## config.mk

```make
export PLATFORM = sky130hd
export DESIGN_NAME = led_count_engine
export DESIGN_NICKNAME = d
export VERILOG_FILES = /design/src/rtl/led_count_engine.sv
export SDC_FILE = /design/constraint.sdc
export NUM_CORES = 1
export LEC_CHECK = 0
export CORE_ASPECT_RATIO = 1.75
export CORE_MARGIN = 2
export CORE_UTILIZATION = 50
export CTS_BUF_LIST = sky130_fd_sc_hd__clkbuf_8
export DETAILED_ROUTE_END_ITERATION = 6
export GPL_ROUTABILITY_DRIVEN = 1
export GPL_TIMING_DRIVEN = 0
export PLACE_DENSITY = 0.78
export SYNTH_ARGS = -nofsm -noshare
export SYNTH_HDL_FRONTEND = slang
export SYNTH_SLANG_ARGS = --single-unit
```

## constraint.sdc

```tcl
create_clock -name clk_in -period 4.6 [get_ports clk_in]
set_clock_uncertainty 0.05 [all_clocks]
set_input_delay 0.46 -clock clk_in [delete_from_list [all_inputs] [get_ports clk_in]]
set_output_delay 0.46 -clock clk_in [all_outputs]
set_load 0.01 [all_outputs]
```

## src/rtl/led_count_engine.sv

```systemverilog
// LED counter stepped by rising edges of an asynchronous slow clock.
// Supports up, down, bounce and hold modes, plus a level-sampled parallel load.
module led_count_engine #(
    parameter int WIDTH = 8
) (
    input  logic             clk_in,
    input  logic             reset,
    input  logic             slow_clk,
    input  logic             run,
    input  logic [1:0]       mode,
    input  logic             load,
    input  logic [WIDTH-1:0] load_val,
    output logic [WIDTH-1:0] leds,
    output logic             step,
    output logic             wrap,
    output logic             dir_out
);

    localparam logic [1:0] MODE_UP     = 2'b00;
    localparam logic [1:0] MODE_DOWN   = 2'b01;
    localparam logic [1:0] MODE_BOUNCE = 2'b10;
    localparam logic [1:0] MODE_HOLD   = 2'b11;

    localparam logic [WIDTH-1:0] MAX = '1;

    logic s1, s2, s3;
    logic tick, adv;

    logic [WIDTH-1:0] leds_nxt;
    logic             step_nxt;
    logic             wrap_nxt;
    logic             dir_nxt;

    // s1/s2 form the synchroniser; s3 is the delayed copy used for edge detection.
    always_ff @(posedge clk_in) begin
        if (reset) begin
            s1 <= 1'b0;
            s2 <= 1'b0;
            s3 <= 1'b0;
        end else begin
            s1 <= slow_clk;
            s2 <= s1;
            s3 <= s2;
        end
    end

    assign tick = s2 & ~s3;
    assign adv  = tick & run & (mode != MODE_HOLD);

    always_comb begin
        leds_nxt = leds;
        step_nxt = 1'b0;
        wrap_nxt = 1'b0;
        dir_nxt  = dir_out;

        // Up and down modes pin the direction every cycle, not only on ticks.
        case (mode)
            MODE_UP:   dir_nxt = 1'b1;
            MODE_DOWN: dir_nxt = 1'b0;
            default:   ;
        endcase

        if (load) begin
            leds_nxt = load_val;
            dir_nxt  = (mode != MODE_DOWN);
        end else if (adv) begin
            step_nxt = 1'b1;
            case (mode)
                MODE_UP: begin
                    leds_nxt = leds + 1'b1;
                    wrap_nxt = (leds == MAX);
                end
                MODE_DOWN: begin
                    leds_nxt = leds - 1'b1;
                    wrap_nxt = (leds == '0);
                end
                MODE_BOUNCE: begin
                    // Reversal steps straight off the endpoint, with no dwell there.
                    if (dir_out) begin
                        leds_nxt = (leds == MAX) ? leds - 1'b1 : leds + 1'b1;
                        if (leds == MAX) begin
                            dir_nxt  = 1'b0;
                            wrap_nxt = 1'b1;
                        end
                    end else begin
                        leds_nxt = (leds == '0) ? leds + 1'b1 : leds - 1'b1;
                        if (leds == '0) begin
                            dir_nxt  = 1'b1;
                            wrap_nxt = 1'b1;
                        end
                    end
                end
                default: ;
            endcase
        end
    end

    always_ff @(posedge clk_in) begin
        if (reset) begin
            leds    <= '0;
            step    <= 1'b0;
            wrap    <= 1'b0;
            dir_out <= 1'b1;
        end else begin
            leds    <= leds_nxt;
            step    <= step_nxt;
            wrap    <= wrap_nxt;
            dir_out <= dir_nxt;
        end
    end

endmodule

```

# ---- Yosys cells after proc, flatten, opt, wreduce, memory -nomap -nowiden
# Cells that the tools add are included.
# W data, S select, Z words.
dict set report word_totals {
  reg_bits 14
  input_bits 15
  out_inout_bits 11
  word_cells 44
}
dict set report classes {
  add_sub_neg 2
  n_eq_ne 5
  mux 18
  n_bitwise 5
  n_reduce_logical 7
}
# op count
set op_table {}
lappend op_table {{$mux W8} 5}
lappend op_table {{$pmux W8 S3} 1}
lappend op_table {{$mux W1} 10}
lappend op_table {{$add A8 B1 Y8 const B} 1}
lappend op_table {{$eq A8 B8 Y1 const B} 1}
lappend op_table {{$logic_not A8 Y1} 1}
lappend op_table {{$sub A8 B1 Y8 const B} 1}
lappend op_table {{$reduce_bool A4 Y1} 1}
lappend op_table {{$and A1 B1 Y1} 3}
lappend op_table {{$pmux W1 S3} 1}
lappend op_table {{$reduce_or A3 Y1} 1}
lappend op_table {{$eq A2 B1 Y1 const B} 1}
lappend op_table {{$eq A2 B2 Y1 const B} 1}
lappend op_table {{$logic_not A2 Y1} 1}
lappend op_table {{$ne A2 B1 Y1 const B} 1}
lappend op_table {{$ne A2 B2 Y1 const B} 1}
lappend op_table {{$not A1 Y1} 2}
lappend op_table {{$pmux W1 S2} 1}
lappend op_table {{$reduce_and A2 Y1} 1}
lappend op_table {{$reduce_bool A2 Y1} 1}
lappend op_table {{$reduce_or A2 Y1} 1}

# ---- Longest topological paths before layout
# Gate-level depths: netlist of run 1.
dict set report logic_depth {
  ltp_word 7
  ltp_mapped 8
  mapped_depth_nobuf 8
}

# ---- Least setup slack after synthesis of run 1
# No wires, ideal clock.
dict set report synth_timing {
  kind {register -> register}
  startpoint {register leds[0]}
  endpoint {register leds[3]}
  setup_time_ns 0.088
  t_arrival_ns 1.755
  required_time_ns 4.462
  path_slack_ns 2.706
  stages_incl_launch_ff 9
  n_path_buf 1
  path_cell_list {dfxtp_1 ha_1 buf_2 nand3_1 o21ai_2 nand3b_1 a21boi_1 nand2_1 a311oi_2}
}
dict set report synth_between {
  elab_chain_len 6
}
# element line
set synth_lines {}
lappend synth_lines {{from (decl)} 13} ;# output logic [WIDTH-1:0] leds,
lappend synth_lines {{from (signal assigned)} 105} ;# leds <= leds_nxt;
lappend synth_lines {{$sub A8 B1 Y8, or another cell as far along} {74, 80, 86}}
lappend synth_lines {{$mux W8 (on tied branches)} {86, 80}}
lappend synth_lines {{$mux W8} 79} ;# if (dir_out) begin
lappend synth_lines {{$pmux W8 S3 (*)} 68} ;# case (mode)
lappend synth_lines {{$mux W8 (*)} 66} ;# end else if (adv) begin
lappend synth_lines {{$mux W8 (*)} 63} ;# if (load) begin
# Mark *: on every way between the ends. The rest lies on a longest branch, timed or not. The select of a mux whose other input is x is not followed.
# A chain may end at the register's enable or synchronous reset.

# ---- Final worst setup path of run 1
dict set report layout_timing {
  startpoint {input port mode[0]}
  endpoint {register leds[2]}
}
dict set report layout_between {
  elab_chain_len 4
}
# element line
set layout_lines {}
lappend layout_lines {{from (decl)} 10} ;# input logic [1:0] mode,
lappend layout_lines {{$eq A2 B2 Y1, or another cell as far along} 68}
lappend layout_lines {{$pmux W8 S3 or $and A1 B1 Y1 (tied branches)} {68, 48}}
lappend layout_lines {{$mux W8 or $reduce_bool A2 Y1 (tied branches)} -}
lappend layout_lines {{$mux W8 or $reduce_and A2 Y1 (tied branches)} -}
# Several ways; a longest one is shown, not always the timed one. The select of a mux whose other input is x is not followed.

==> run summary, run 1 <==
outcome: completed
EDFF count, synth: 0
Rows: 23
Setup TNS: 0 ns
Main synth FF type: dfxtp_1
commonest cells in the netlist: nor2_1 (17), dfxtp_1 (14), a21oi_1 (13)
TritonCTS clock tree: yes
crit path launch: mode[0]
post-layout util: 67.58%
Initial DRC Count: 44
gr ovfl total: 0
drt drc: 0
first-pass GRT wire length: 5940 um
HPWL Detailed: 2687 um
Synth top area share: 22.63%
Final Hold Viols: 0
IO Port Bufs: 25
vias in the first global route: 1371
fraction of layout cells with a size suffix above 1: 11.23%
Initial Util: 53.14%
DR vias/cell: 6.458
dpl cells: 208
Critical Path Sink: leds[2]
PD cells: 242.5 mW/mm^2
Min-Delay Path Class: flop to flop
internal reg-to-reg setup slack: 2.30 ns
crit end category: flop
Cell Area, Synth: 0.001239 mm^2
# hold bufs at CTS: 0
clock sink count: 14
Vert. Die Dim: 69.85 um
GRT Util Overall: 26.21%
Slew Limit Fails: 0
VDD IR max: 0.1407 mV
Final Critical Period: 2.444 ns
CTS buffer count: 3
Die ar.: 0.002907 mm^2
Critical Path Fanout Max: 10
Hold Path Origin: s1
sequential fraction of the synthesis area: 22.63%
top-count cell post-synth: nor2_1
average size of a mapped cell: 7.840 um^2
WL per Instance: 17.26 um
YS warnings: 0
fraction of registers with async set/reset: 0%
Yosys reg bits: 14
post-CTS setup buffer count: 0
critical path class: primary input to flop
Fmax: 409.2 MHz
unrepaired setup endpoints after global routing: no
RD Place Congestion: 0.9095
R2R Path End: leds[3]
clock-pin slew on the worst setup and hold paths: 0.07 ns
critical path launch point type: primary input
Slew HR: 63.83%
total power draw: 382.0 uW
H-Tree Level Count: 1
CP Data Required Time: 4.69 ns
Routed Wire Length: 3659 um
top cell type by total area after synthesis: dfxtp_1
final non-filler cell total: 212
top post-synthesis cells by area: dfxtp_1 (23%), ha_1 (7.1%), xnor2_1 (5.7%)
max-cap violations: 0
core region area: 0.002331 mm^2
Layout area overhead: 27.17%
Root Buffer: clkbuf_8
initial antenna violation count: 0
largest net degree at the start of global routing: 11
Top Ports: 26
fin crit share: 53.13%
final hold slack: 0.4070 ns
Finish-stage setup viols: 0
Die W: 41.63 um
CTS Buffer Depth: 2
1st-pass router iterations: 4
Unique masters post-synth: 51
reg2reg start: leds[0]
worst slew pin tran: 0.5425 ns
Leak: 0.5953 nW
Worst EP arrival: 2.53 ns
Vias: 1369
Mapped Cells: 158
synthesized net count: 180
layout net count: 210
Final ANT Viol Nets: 0
post_cts resized: 0
r2r worst-path depth: 8
ant diodes: 0
Clock Latency Late Sink: 0.26 ns
==> area by class of cell <==
cell class / count / area [um^2]
inverters: 9 / 33.78
flip-flops and latches: 14 / 280.3
clock buffers: 4 / 55.05
plain buffers: 11 / 61.31
fillers: 210 / 755.7
multi-input cells: 124 / 863.3
well taps: 25 / 31.28
repair buffers: 25 / 250.2
==> through the flow <==
step | cell area, um^2 | setup WS [ns]
final | 1575 | 2.156
after global routing | 1575 | 1.989
after CTS | 1575 | 2.175
after detailed placement | 1520 | 1.894
after global placement | 1520 | 1.907
after floorplan | 1239 | 2.706
==> how the worst min path moves through the flow <==
stage	to	slack, ns	depth (start not counted)
6_report	s2	0.41	1
5_1_grt	s2	0.43	1
4_1_cts	s2	0.41	1
3_5_place_dp	s2	0.39	1
3_3_place_gp	s2	0.38	1
2_1_floorplan	s2	0.36	1
==> worst max-delay path, cell delays in order <==
cell and delay (ns):
clkdlybuf4s50_1 0.47, ha_1 0.24, and4bb_2 0.33, o21ai_0 0.13
buf_2 0.21, nor2_1 0.31, o211ai_1 0.15, a21oi_1 0.17
a21oi_1 0.08
==> where the power goes <==
| group | switching (mW) | internal (mW) |
|---|---|---|
| Sequential | 0.00895 | 0.127 |
| Combinational | 0.0620 | 0.0560 |
| Clock | 0.0515 | 0.0762 |
==> metal layers <==
layer	vias to the layer above	track usage, %	share of wire, %
li1	623	-	-
met1	636	25.56	36
met2	80	44.97	51
met3	30	4.167	5.9
met4	0	24.01	7.8
met5	-	0	0
==> cell families after synthesis <==
family                   Yosys count  share of synthesized area, %
adder cells (fa/ha/maj)            7                         7.070
multiplexers                       2                         1.616
XOR/XNOR                          11                         7.778
buffers and inverters             20                         7.675
AO/OA/AOI/OAI                     45                         26.16
flip-flops                        14                         22.63
AND/OR/NAND/NOR                   59                         27.07
==> layout by cell type, fill, tap and decap left out, types with 3 or more instances in the layout <==
cell type / count
a211oi_1: 3
a21oi_1: 13
a32oi_1: 3
and3_1: 3
buf_2: 3
clkbuf_1: 4
clkbuf_8: 4
clkdlybuf4s50_1: 25
dfxtp_1: 14
ha_1: 7
inv_1: 9
nand2_1: 10
nand3_1: 5
nor2_1: 17
nor2b_1: 5
nor3_1: 3
o21ai_0: 6
xnor2_1: 8
xor2_1: 3
==> registers in the layout, indices dropped and copies added (netlist names) <==
signal,flops
s2,1
wrap,1
s3,1
step,1
s1,1
leds,8
dir_out,1
Note: power is estimated with default switching activity, not from simulation.
==> run 2, diff against run 1 <==
clock period = 2.4 ns   (was 4.6 ns; I/O delays follow)
==> run summary, run 2 (synthesis results as in run 1) <==
outcome: completed
hold endpoint: s2
clock-pin slew on the worst setup and hold paths: 0.07 ns
Final Critical Period: 2.212 ns
unrepaired setup endpoints after global routing: no
critical path class: primary input to flop
crit end category: flop
most flop-heavy register: leds
R2R Path End: leds[3]
Largest register FFs: 8
fill cell count: 211
Die W: 41.63 um
Critical Path Fanout Max: 10
Hold Path Origin: s1
Initial DRC Count: 36
H-Tree Level Count: 1
commonest non-fill, non-tap cell in the layout: clkdlybuf4s50_1
Final ANT Viol Nets: 0
core region area: 0.002331 mm^2
total power draw: 733.0 uW
Layout area overhead: 27.37%
Min-Delay Path Class: flop to flop
max-cap violations: 0
# hold bufs at CTS: 0
GRT Util Overall: 26.42%
r2r worst-path depth: 8
Slew HR: 63.61%
DR vias/cell: 6.415
RD Place Congestion: 0.9095
CTS buffer count: 3
PD cells: 464.6 mW/mm^2
Finish-stage setup viols: 0
vias in the first global route: 1358
post-CTS setup buffer count: 0
TritonCTS clock tree: yes
Die ar.: 0.002907 mm^2
Vert. Die Dim: 69.85 um
Fmax: 452.0 MHz
Worst EP arrival: 2.30 ns
final hold slack: 0.4070 ns
fraction of layout cells with a size suffix above 1: 12.30%
internal reg-to-reg setup slack: 0.22 ns
Top Ports: 26
CTS Buffer Depth: 2
Slew Limit Fails: 0
Rows: 23
Clock Latency Late Sink: 0.26 ns
final instance area: 0.001578 mm^2
VDD IR max: 0.2735 mV
clock sink count: 14
commonest non-fill, non-tap cells in the layout: clkdlybuf4s50_1 (25), nor2_1 (17), a21oi_1 (13), dfxtp_1 (12), nand2_1 (10)
largest net degree at the start of global routing: 11
Routed Wire Length: 3691 um
Area after DPL: 0.001520 mm^2
ant diodes: 0
Final Hold Viols: 0
post_cts resized: 0
Vias: 1360
WL per Instance: 17.41 um
worst slew pin tran: 0.5458 ns
critical path launch point type: primary input
initial antenna violation count: 0
1st-pass router iterations: 4
Root Buffer: clkbuf_8
Hold Crit Depth: 1
fin crit share: 92.19%
HPWL Detailed: 2687 um
Leak: 0.5959 nW
drt drc: 0
gr ovfl total: 0
CP Data Required Time: 2.49 ns
reg2reg start: leds[1]
Initial Util: 53.14%
layout net count: 210
IO Port Bufs: 25
first-pass GRT wire length: 5989 um
-- run 2: cell counts in the layout (fill, tap and decap cells not counted) --
Identical to the previous run, type by type.
-- run 2: stage by stage --
stage	instances	setup slack, ns	setup TNS (ns)	util (%)
after global routing	212	0.002911	0	67.69
after CTS	212	0.1406	0	67.58
after floorplan	158	0.5064	0	-
final	212	0.1875	0	67.69
after global placement	208	-0.07273	-0.08255	65.22
after detailed placement	208	-0.08644	-0.1331	65.22
-- run 2: cell type report --
| cell class | count | area [um^2] | share of cell area (%) |
|---|---|---|---|
| buffer | 11 | 61.31 | 3.886 |
| clock buffer | 4 | 55.05 | 3.489 |
| inverter | 9 | 33.78 | 2.141 |
| multi-input combinational | 124 | 863.3 | 54.72 |
| sequential | 14 | 282.8 | 17.92 |
| tap | 25 | 31.28 | 1.983 |
| timing repair buffer | 25 | 250.2 | 15.86 |
-- run 2: worst max-delay path: stages --
cell	delay [ns]
clkdlybuf4s50_1	0.47
ha_1	0.24
and4bb_2	0.32
o21ai_0	0.12
buf_2	0.21
nor2_1	0.32
o211ai_1	0.15
a21oi_1	0.16
a21oi_1	0.07
-- run 2: worst max path at each step --
stage	startpoint	endpoint	slack [ns]
2_1_floorplan	leds[0]	leds[3]	0.51
3_3_place_gp	mode[0]	leds[2]	-0.07
3_5_place_dp	mode[0]	leds[2]	-0.09
4_1_cts	leds[0]	leds[3]	0.14
5_1_grt	mode[0]	leds[2]	0.003
6_report	mode[0]	leds[2]	0.19
-- run 2: where the power goes --
part / total (mW) / leakage, nW / internal (mW) / switching (mW)
logic: 0.227 / 0.451 / 0.107 / 0.119
registers: 0.262 / 0.116 / 0.245 / 0.0172
clock network: 0.244 / 0.0288 / 0.146 / 0.0986
total: 0.733 / 0.596 / 0.498 / 0.235
-- run 2: layer usage --
metal	track usage [%]	routed length, um	vias up
li1	-	-	624
met1	27.16	1358	646
met2	46.35	1920	65
met3	2.604	172	25
met4	21.15	240	0
met5	0	0	-
